==> src/rtl/mem_stall_ctrl.sv <==
// MEM-stage load/store controller: stalls the pipeline while a single aligned
// access is carried over a simple ready-handshake bus, with a bounded wait.
module mem_stall_ctrl #(
  parameter int unsigned TIMEOUT_CYC = 256
) (
  input  logic        clk,
  input  logic        rst,
  input  logic        req_valid,
  input  logic        req_we,
  input  logic [1:0]  req_size,
  input  logic        req_unsigned,
  input  logic [31:0] req_addr,
  input  logic [31:0] req_wdata,
  output logic        stall_out,
  output logic [31:0] rdata_out,
  output logic        rdata_valid,
  output logic        misalign_out,
  output logic        err_out,
  output logic        bus_req,
  output logic        bus_we,
  output logic [31:0] bus_addr,
  output logic [3:0]  bus_wstrb,
  output logic [31:0] bus_wdata,
  input  logic        bus_ready,
  input  logic [31:0] bus_rdata
);

  localparam int unsigned CNT_W = 16;
  localparam logic [CNT_W-1:0] CNT_LAST = CNT_W'(TIMEOUT_CYC - 1);

  localparam logic [1:0] ST_IDLE = 2'd0;
  localparam logic [1:0] ST_REQ  = 2'd1;
  localparam logic [1:0] ST_RESP = 2'd2;

  logic [1:0]       state;
  logic [1:0]       state_nxt;

  logic             we_q;
  logic [1:0]       size_q;
  logic             uns_q;
  logic [31:0]      addr_q;
  logic [31:0]      wdata_q;
  logic [CNT_W-1:0] cnt_q;
  logic             err_q;
  logic [31:0]      rdata_q;

  logic             aligned;
  logic             latch_en;
  logic             cnt_clr;
  logic             cnt_inc;
  logic             resp_ok;
  logic             resp_to;
  logic             in_req;
  logic [31:0]      lane;
  logic [31:0]      load_ext;
  logic [3:0]       strb;
  logic [31:0]      wdata_rep;

  always_comb begin
    unique case (req_size)
      2'b00:   aligned = 1'b1;
      2'b01:   aligned = ~req_addr[0];
      2'b10:   aligned = (req_addr[1:0] == 2'b00);
      default: aligned = 1'b0;
    endcase
  end

  // Load lane selection and extension from the latched size/offset
  always_comb begin
    lane = bus_rdata >> {addr_q[1:0], 3'b000};
    unique case (size_q)
      2'b00:   load_ext = uns_q ? {24'd0, lane[7:0]}  : {{24{lane[7]}}, lane[7:0]};
      2'b01:   load_ext = uns_q ? {16'd0, lane[15:0]} : {{16{lane[15]}}, lane[15:0]};
      default: load_ext = lane;
    endcase
  end

  always_comb begin
    unique case (size_q)
      2'b00: begin
        strb      = 4'b0001 << addr_q[1:0];
        wdata_rep = {4{wdata_q[7:0]}};
      end
      2'b01: begin
        strb      = addr_q[1] ? 4'b1100 : 4'b0011;
        wdata_rep = {2{wdata_q[15:0]}};
      end
      default: begin
        strb      = 4'b1111;
        wdata_rep = wdata_q;
      end
    endcase
  end

  always_ff @(posedge clk) begin
    if (rst) state <= ST_IDLE;
    else     state <= state_nxt;
  end

  always_comb begin
    state_nxt    = state;
    stall_out    = 1'b0;
    misalign_out = 1'b0;
    latch_en     = 1'b0;
    cnt_clr      = 1'b0;
    cnt_inc      = 1'b0;
    resp_ok      = 1'b0;
    resp_to      = 1'b0;
    unique case (state)
      ST_IDLE: begin
        if (req_valid) begin
          if (aligned) begin
            stall_out = 1'b1;
            latch_en  = 1'b1;
            cnt_clr   = 1'b1;
            state_nxt = ST_REQ;
          end else begin
            misalign_out = 1'b1;
          end
        end
      end
      ST_REQ: begin
        stall_out = 1'b1;
        if (bus_ready) begin
          resp_ok   = 1'b1;
          state_nxt = ST_RESP;
        end else if (cnt_q == CNT_LAST) begin
          resp_to   = 1'b1;
          state_nxt = ST_RESP;
        end else begin
          cnt_inc = 1'b1;
        end
      end
      ST_RESP: state_nxt = ST_IDLE;
      default: state_nxt = ST_IDLE;
    endcase
  end

  // Request latch, wait counter and response capture
  always_ff @(posedge clk) begin
    if (rst) begin
      we_q    <= 1'b0;
      size_q  <= 2'b00;
      uns_q   <= 1'b0;
      addr_q  <= 32'd0;
      wdata_q <= 32'd0;
      cnt_q   <= '0;
      err_q   <= 1'b0;
      rdata_q <= 32'd0;
    end else begin
      if (latch_en) begin
        we_q    <= req_we;
        size_q  <= req_size;
        uns_q   <= req_unsigned;
        addr_q  <= req_addr;
        wdata_q <= req_wdata;
      end
      if (cnt_clr)      cnt_q <= '0;
      else if (cnt_inc) cnt_q <= cnt_q + CNT_W'(1);
      err_q <= resp_to;
      if (resp_to)                rdata_q <= 32'd0;
      else if (resp_ok && !we_q)  rdata_q <= load_ext;
    end
  end

  // Bus and response outputs decode the registered state and latched request
  always_comb begin
    in_req      = (state == ST_REQ);
    bus_req     = in_req;
    bus_we      = in_req & we_q;
    bus_addr    = in_req ? {addr_q[31:2], 2'b00} : 32'd0;
    bus_wstrb   = (in_req && we_q) ? strb : 4'b0000;
    bus_wdata   = in_req ? wdata_rep : 32'd0;
    rdata_valid = (state == ST_RESP) & ~we_q;
    err_out     = (state == ST_RESP) & err_q;
    rdata_out   = rdata_q;
  end

endmodule

==> config.mk <==
export PLATFORM = sky130hd
export DESIGN_NAME = mem_stall_ctrl
export DESIGN_NICKNAME = d
export VERILOG_FILES = /design/src/rtl/mem_stall_ctrl.sv
export SDC_FILE = /design/constraint.sdc
export NUM_CORES = 1
export LEC_CHECK = 0
export ABC_AREA = 1
export CAP_MARGIN = 10
export CORE_MARGIN = 2
export CORE_UTILIZATION = 45
export CTS_CLUSTER_SIZE = 14
export DETAILED_ROUTE_END_ITERATION = 16
export PLACE_DENSITY = 0.77
export SLEW_MARGIN = 20
export SYNTH_ARGS = -nofsm -noshare
export SYNTH_HDL_FRONTEND = slang
export SYNTH_SLANG_ARGS = --single-unit
==> constraint.sdc <==
create_clock -name clk -period 1.9 [get_ports clk]
set_input_delay 0.38 -clock clk [delete_from_list [all_inputs] [get_ports clk]]
set_output_delay 0.38 -clock clk [all_outputs]
set_load 0.05 [all_outputs]
==> impl_results.md, run 1 <==
- Mapped cell area: around 0.006 mm2
- Max VDD drop: roughly 0.63 mV
- Antenna violations before repair: 2
- Maximum buffer depth of the clock tree: 2
- Max-slew violation count: 0
- Crit-path slowest cell: dfxtp_2
- Total congestion overflow: 0
- Fin area: 0.01012 mm2
- Pre-CTS setup slack: -0.2196 ns
- Post-synthesis register bit count: 119
- Synth warn: 0
- Vias in the first global route: 6617
- Most frequent cells in the layout: nand2_1, dfxtp_1, clkdlybuf4s50_1
- Per-cell routed wire length: 16.87 um
- Die X-Extent: approximately 120 um
- Arrival time at the worst endpoint: roughly 1.6 ns
- Vias: around 6700
- Area grow syn2layout: 71.92%
- Unrepaired setup endpoints after global routing: yes
- Status: finished with violations
- # DRC: 0
- TritonCTS buffer count: 17
- Skew final: 0.004947 ns
- Reg power frac: 0.353
- Power density over the cells: between 700 and 800 mW/mm2
- CP Capture Point: bus_wstrb[1]
- # hold bufs at CTS: 0
- Internal power: ~5.5 mW
- Critical Path Fanout Max: 7
- Pin count of the biggest net entering global routing: 41
- Placed inst area: roughly 0.0091 mm2
- RD Place Congestion: a little over 0.9
- Worst setup margin: -0.1112 ns
- Starting Density: 0.4646
- Most common cell after layout, fill and taps aside: nand2_1
- Critical path endpoint category: output pin
- Min-Delay Path Class: in -> reg
- Crit path launch: state[0]
- Post-synthesis sequential area ratio: 0.4047
- IO buf count: around 210
- Fmax: 0.4972 GHz
- Post-Place Cells: roughly 1200
- Cells on Worst Hold Path: 3
- Final HPWL DP: 14510 um
- CTS tree: yes
- Die height: between 100 and 150 um
- Fin nets: 1172
- Clk sink count: approximately 120
- Psw: 2.249 mW
- Clock network fraction of design power: 0.426
- H-tree levels: 4
- Non-filler cells, final: between 1000 and 1500
- Switching share of power: 0.2918
- Share of cells above drive strength 1: 0.2574
- Max cap viols: 0
- Setup TNS: -1.188 ns
- Final setup fails: 29
- Syn Inst Count: 851
- Pin slew with the least headroom to its limit: 0.5714 ns
- Worst EP required: 1.52 ns
- Most Frequent Cell on Critical Path: nor2_4
- Post-synth EDFFs: 0
- Die area: 0.01401 mm2
- Final period util: 1.059
- Top FF cell, synth: dfxtp_1
- Count of cell types in the netlist: 34
- Final Hold Fails: 0
- Initial DRT Pass Iterations: 6
- Reg2reg setup slack: 0.13 ns
- Root Buffer: clkbuf_16
- Post-route ant nets: 0
- GRT Total Usage: 0.2919
- Core area: 0.01267 mm2
- Global-route wire length before repair: approximately 33000 um
- Critical path class: reg -> out
- Combinational share of power: 0.222
- Routed wire length: 21150 um
- Failing checks: setup timing
- Clock slew at reported path FFs: 0.06 ns
- Syn avg cell area: between 6 and 7 um2
- I/O Pins: 210
- Min Tclk post-route: 2.011 ns
- Static Leak: 3.910 nW
- Worst r2r dst: rdata_out[24]
- Worst path cell trace: inv_2 > nor2_4 > inv_6 > nor2_4 > o21ai_2 > a21oi_4 > buf_12
- RR Startpoint: cnt_q[1]
- CP max stage delay: 0.33 ns
- Rows: 41
- Startpoint Class: flop
- Initial DRC Count: roughly 640
- Register-to-Register Path Depth: 9
- Async SR Flop Fraction: 0
- Clock latency on the worst-skew pair: 0.41 ns
- Vias per cell: 5.379
- Slew headroom: 0.6151
timing repair:
action                     CTS  global route
pin swaps                   11             3
setup endpoints to repair   91            71
setup buffers                6             1
gates resized for setup     99            56
cell usage after synthesis, types with 10 or more instances:
master | instances | share of area
a21oi_1 | 108 | 0.092
buf_2 | 15 | 0.013
buf_6 | 10 | 0.019
clkbuf_1 | 27 | 0.017
dfxtp_1 | 119 | 0.40
inv_1 | 84 | 0.054
nand2_1 | 123 | 0.078
nand3_1 | 35 | 0.030
nor2_1 | 124 | 0.079
o211ai_1 | 24 | 0.031
o21ai_0 | 99 | 0.084
o22ai_1 | 15 | 0.016
worst max-delay path, delay by kind of cell, from the launching register on:
kind / cells / cell delay (ns)
compound gates: 2 / 0.27
buf+inv: 3 / 0.30
flops: 1 / 0.33
simple gates: 2 / 0.32
power groups by stage:
stage	combinational [mW]	clock (mW)	sequential (mW)
after global routing	1.81	3.42	2.73
after global placement	1.52	0	2.76
after CTS	1.61	3.28	2.72
final	1.71	3.28	2.72
after detailed placement	1.54	0	2.76
after floorplan	0.785	0	2.83
state kept, by name (all words and copies together) (netlist names):
name and count:
addr_q 32, rdata_out 32, wdata_q 32, cnt_q 16, size_q 2, state 2
err_q 1, uns_q 1, we_q 1
final cells by class:
cell class                 instances  area (um2)
timing repair buffer             253        3203
inverter                          89       339.1
antenna                            2       5.005
multi-input combinational        587        3368
fill                             848        2550
clock inverter                     8       92.59
tap                              172       215.2
clock buffer                      24       511.7
sequential                       119        2386
routing by layer:
layer / part of all wire / GRT usage / up-vias
li1: - / - / 3249
met1: 0.38 / 0.3228 / 3156
met2: 0.50 / 0.5112 / 295
met3: 0.084 / 0.1023 / 45
met4: 0.031 / 0.1146 / 0
met5: 0 / 0 / -
worst min path at each step:
stage	start	endpoint	slack, ns
5_1_grt	req_addr[1]	addr_q[1]	0.44
3_5_place_dp	addr_q[15]	addr_q[15]	0.44
6_report	req_addr[1]	addr_q[1]	0.41
4_1_cts	req_addr[1]	addr_q[1]	0.40
2_1_floorplan	addr_q[10]	addr_q[10]	0.43
3_3_place_gp	addr_q[10]	addr_q[10]	0.44
cells by family after synthesis:
group	synth area share
buffers and inverters	0.1116
DFF	0.4047
xor gates and xnor gates	0.008928
adders and majority gates	0.002125
AOI/OAI and AO/OA	0.2589
other	0.0006370
and+or+nand+nor	0.2132
per-stage QoR:
step	utilization	hold slack (ns)	total power, mW
2_1_floorplan	-	0.4300	3.618
3_3_place_gp	0.7151	0.4393	4.283
3_5_place_dp	0.7151	0.4427	4.307
4_1_cts	0.7790	0.3970	7.615
5_1_grt	0.7988	0.4447	7.966
6_report	0.7988	0.4099	7.710
No activity file was read; power rests on OpenSTA's default activity.
==> run 2: changes to the inputs <==
--- a/config.mk
+++ b/config.mk
@@ -12,6 +12,7 @@
 export CTS_CLUSTER_SIZE = 14
 export DETAILED_ROUTE_END_ITERATION = 16
 export PLACE_DENSITY = 0.77
+export SETUP_SLACK_MARGIN = 0.02
 export SLEW_MARGIN = 20
 export SYNTH_ARGS = -nofsm -noshare
 export SYNTH_HDL_FRONTEND = slang
==> run 2 against run 1 <==
  * The flow still finishes with violations (setup timing)
  * Wire length up 26%
  * Flip-flop and latch count unchanged
  * Clock power up 6%
  * Register-to-register slack lost 0.12 ns
  * Clock-buffer cell count is 1 higher
  * Total power grew 5.7%
  * Critical path type unchanged
  * Largest cell class unchanged
==> impl_results.md, run 2 (synthesis results as in run 1) <==
- Status: finished with violations
- Failing checks: setup timing
- Final Hold Fails: 0 (unchanged)
- Tot Pwr: 8.151 mW (+5.7%)
- Fin nets: 1202 (+2.6%)
- CTS tree: yes
- Clock latency on the worst-skew pair: 0.43 ns (+0.02 ns)
- Pin slew with the least headroom to its limit: 0.5279 ns (-0.04347 ns)
- TritonCTS buffer count: 17 (unchanged)
- FF/Latch Area: 0.002387 mm2 (about the same)
- IO buf count: 207 (unchanged)
- Core area: 0.01267 mm2 (unchanged)
- Rows: 41 (unchanged)
- Post-Place Cells: 1223 (+0.82%)
- Die X-Extent: 118.4 um (unchanged)
- CP Capture Point: bus_wdata[14]
- Most frequent cells in the layout: nand2_1, dfxtp_1, clkdlybuf4s50_1
- Min Tclk post-route: 2.183 ns (+0.1717 ns)
- # hold bufs at CTS: 0 (unchanged)
- Fmax: 0.4581 GHz (-7.9%)
- Max-slew violation count: 0 (unchanged)
- Most common cell after layout, fill and taps aside: nand2_1
- Area grow syn2layout: 82.57%
- Worst setup margin: -0.2829 ns (-0.1717 ns)
- Power density over the cells: 758.4 mW/mm2 (-0.44%)
- Die area: 0.01401 mm2 (unchanged)
- Reg2reg setup slack: 0.01 ns (-0.12 ns)
- Clk sink count: 119 (unchanged)
- Clock slew at reported path FFs: 0.06 ns (about the same)
- Static Leak: 4.154 nW (+6.2%)
- Worst EP required: 1.52 ns (about the same)
- Vias in the first global route: 7215 (+9.0%)
- Post-route ant nets: 0 (unchanged)
- RD Place Congestion: 0.9466 (+2.7%)
- # DRC: 0 (unchanged)
- Multi-input gate area: 0.003602 mm2 (+6.9%)
- Starting Density: 0.4646 (unchanged)
- Unrepaired setup endpoints after global routing: yes
- Non-filler cells, final: 1285 (+2.5%)
- Critical path endpoint category: output pin
- Root Buffer: clkbuf_16
- Die height: 118.4 um (unchanged)
- RR Startpoint: state[0]
- Antenna violations before repair: 3 (+1)
- Final setup fails: 69 (+140%)
- Per-cell routed wire length: 20.78 um (+23%)
- Worst path cell trace: inv_2 > nor2_4 > buf_12 > buf_12 > buf_6 > o21ai_4 > a21oi_4 > buf_12
- Most Frequent Cell on Critical Path: buf_12
- Final period util: 1.149 (+0.09037)
- Initial DRC Count: 1231 (+93%)
- Max cap viols: 0 (unchanged)
- Register-to-Register Path Depth: 12 (+3)
- CP max stage delay: 0.35 ns (+0.02 ns)
- Crit path launch: state[0]
- Vias: 7528 (+12%)
- GRT Total Usage: 0.3311 (+0.03923)
- Crit-path slowest cell: dfxtp_2
- H-tree levels: 4 (unchanged)
- Maximum buffer depth of the clock tree: 2 (unchanged)
- Critical Path Fanout Max: 8 (+1)
- Final HPWL DP: 14820 um (+2.2%)
- Share of cells above drive strength 1: 0.2910 (+0.03358)
- Global-route wire length before repair: 36800 um (+12%)
- Vias per cell: 5.858 (+8.9%)
- Arrival time at the worst endpoint: 1.80 ns (+0.17 ns)
- Startpoint Class: flop
- Initial DRT Pass Iterations: 7 (+1)
- Total congestion overflow: 0 (unchanged)
- Skew final: 0.007752 ns (+0.002804 ns)
- Routed wire length: 26710 um (+26%)
- Min-Delay Path Class: in -> reg
- Pin count of the biggest net entering global routing: 68 (+66%)
- Fillers: 661 (-22%)
- Slew headroom: 0.6454 (+0.03030)
- Worst r2r dst: cnt_q[14]
- I/O Pins: 210 (unchanged)
- Critical path class: reg -> out
- Max VDD drop: 0.6826 mV (+7.9%)
==> run 2: final cells by class <==
type                    count  area share
diodes                      3   0.0006985
inverters                  89     0.03295
flip-flops and latches    119      0.2221
multi-input cells         589      0.3352
repair buffers            281      0.3305
clock buffers              25     0.04796
well taps                 172     0.02002
clock inverters             7     0.01059
==> run 2: per-stage QoR <==
step                      area (um2)  TNS (ns)  setup WS (ns)    util  hold slack, ns
final                          10750    -7.219        -0.2829  0.8482          0.3939
after global routing           10750    -9.600        -0.3066  0.8482          0.3847
after CTS                      10430    -3.699        -0.1589  0.8232          0.4125
after detailed placement        9200    -9.272        -0.1740  0.7261          0.4436
after global placement          9200    -6.727        -0.1279  0.7261          0.4397
after floorplan                 6078    -1.028        -0.4463       -          0.4300
==> run 2: layer usage <==
metal,GRT usage,routed length [um]
met3,0.1115,2711
met2,0.5466,12740
met1,0.3681,9251
met5,0,0
met4,0.2009,2004
==> run 2: power breakdown <==
group / internal (mW) / switching [mW] / leakage, nW / total, mW
logic: 0.786 / 1.15 / 2.87 / 1.94
registers: 2.64 / 0.103 / 0.973 / 2.74
clock network: 2.27 / 1.20 / 0.313 / 3.47
==> run 2: repair_timing <==
item / 4_1_cts / 5_1_grt
hold endpoints to repair: 0 / 0
setup buffers: 14 / 10
pin swaps: 12 / 9
gates cloned: 2 / 3
endpoints found under the setup margin: 92 / 114
gates resized for setup: 153 / 58
==> run 2: worst max-delay path, delay by kind of cell (launching register included) <==
family | cells | cell delay [ns]
DFF | 1 | 0.35
and+or+nand+nor | 1 | 0.12
AOI/OAI and AO/OA | 2 | 0.25
buffers and inverters | 5 | 0.63
==> run 2: worst min-delay path by stage <==
stage	depth (start not counted)	start	slack [ns]	end
after global placement	2	addr_q[25]	0.44	addr_q[25]
after CTS	3	req_addr[1]	0.41	addr_q[1]
after detailed placement	2	addr_q[29]	0.44	addr_q[29]
after global routing	3	req_size[1]	0.38	size_q[1]
after floorplan	2	addr_q[10]	0.43	addr_q[10]
final	3	req_size[1]	0.39	size_q[1]
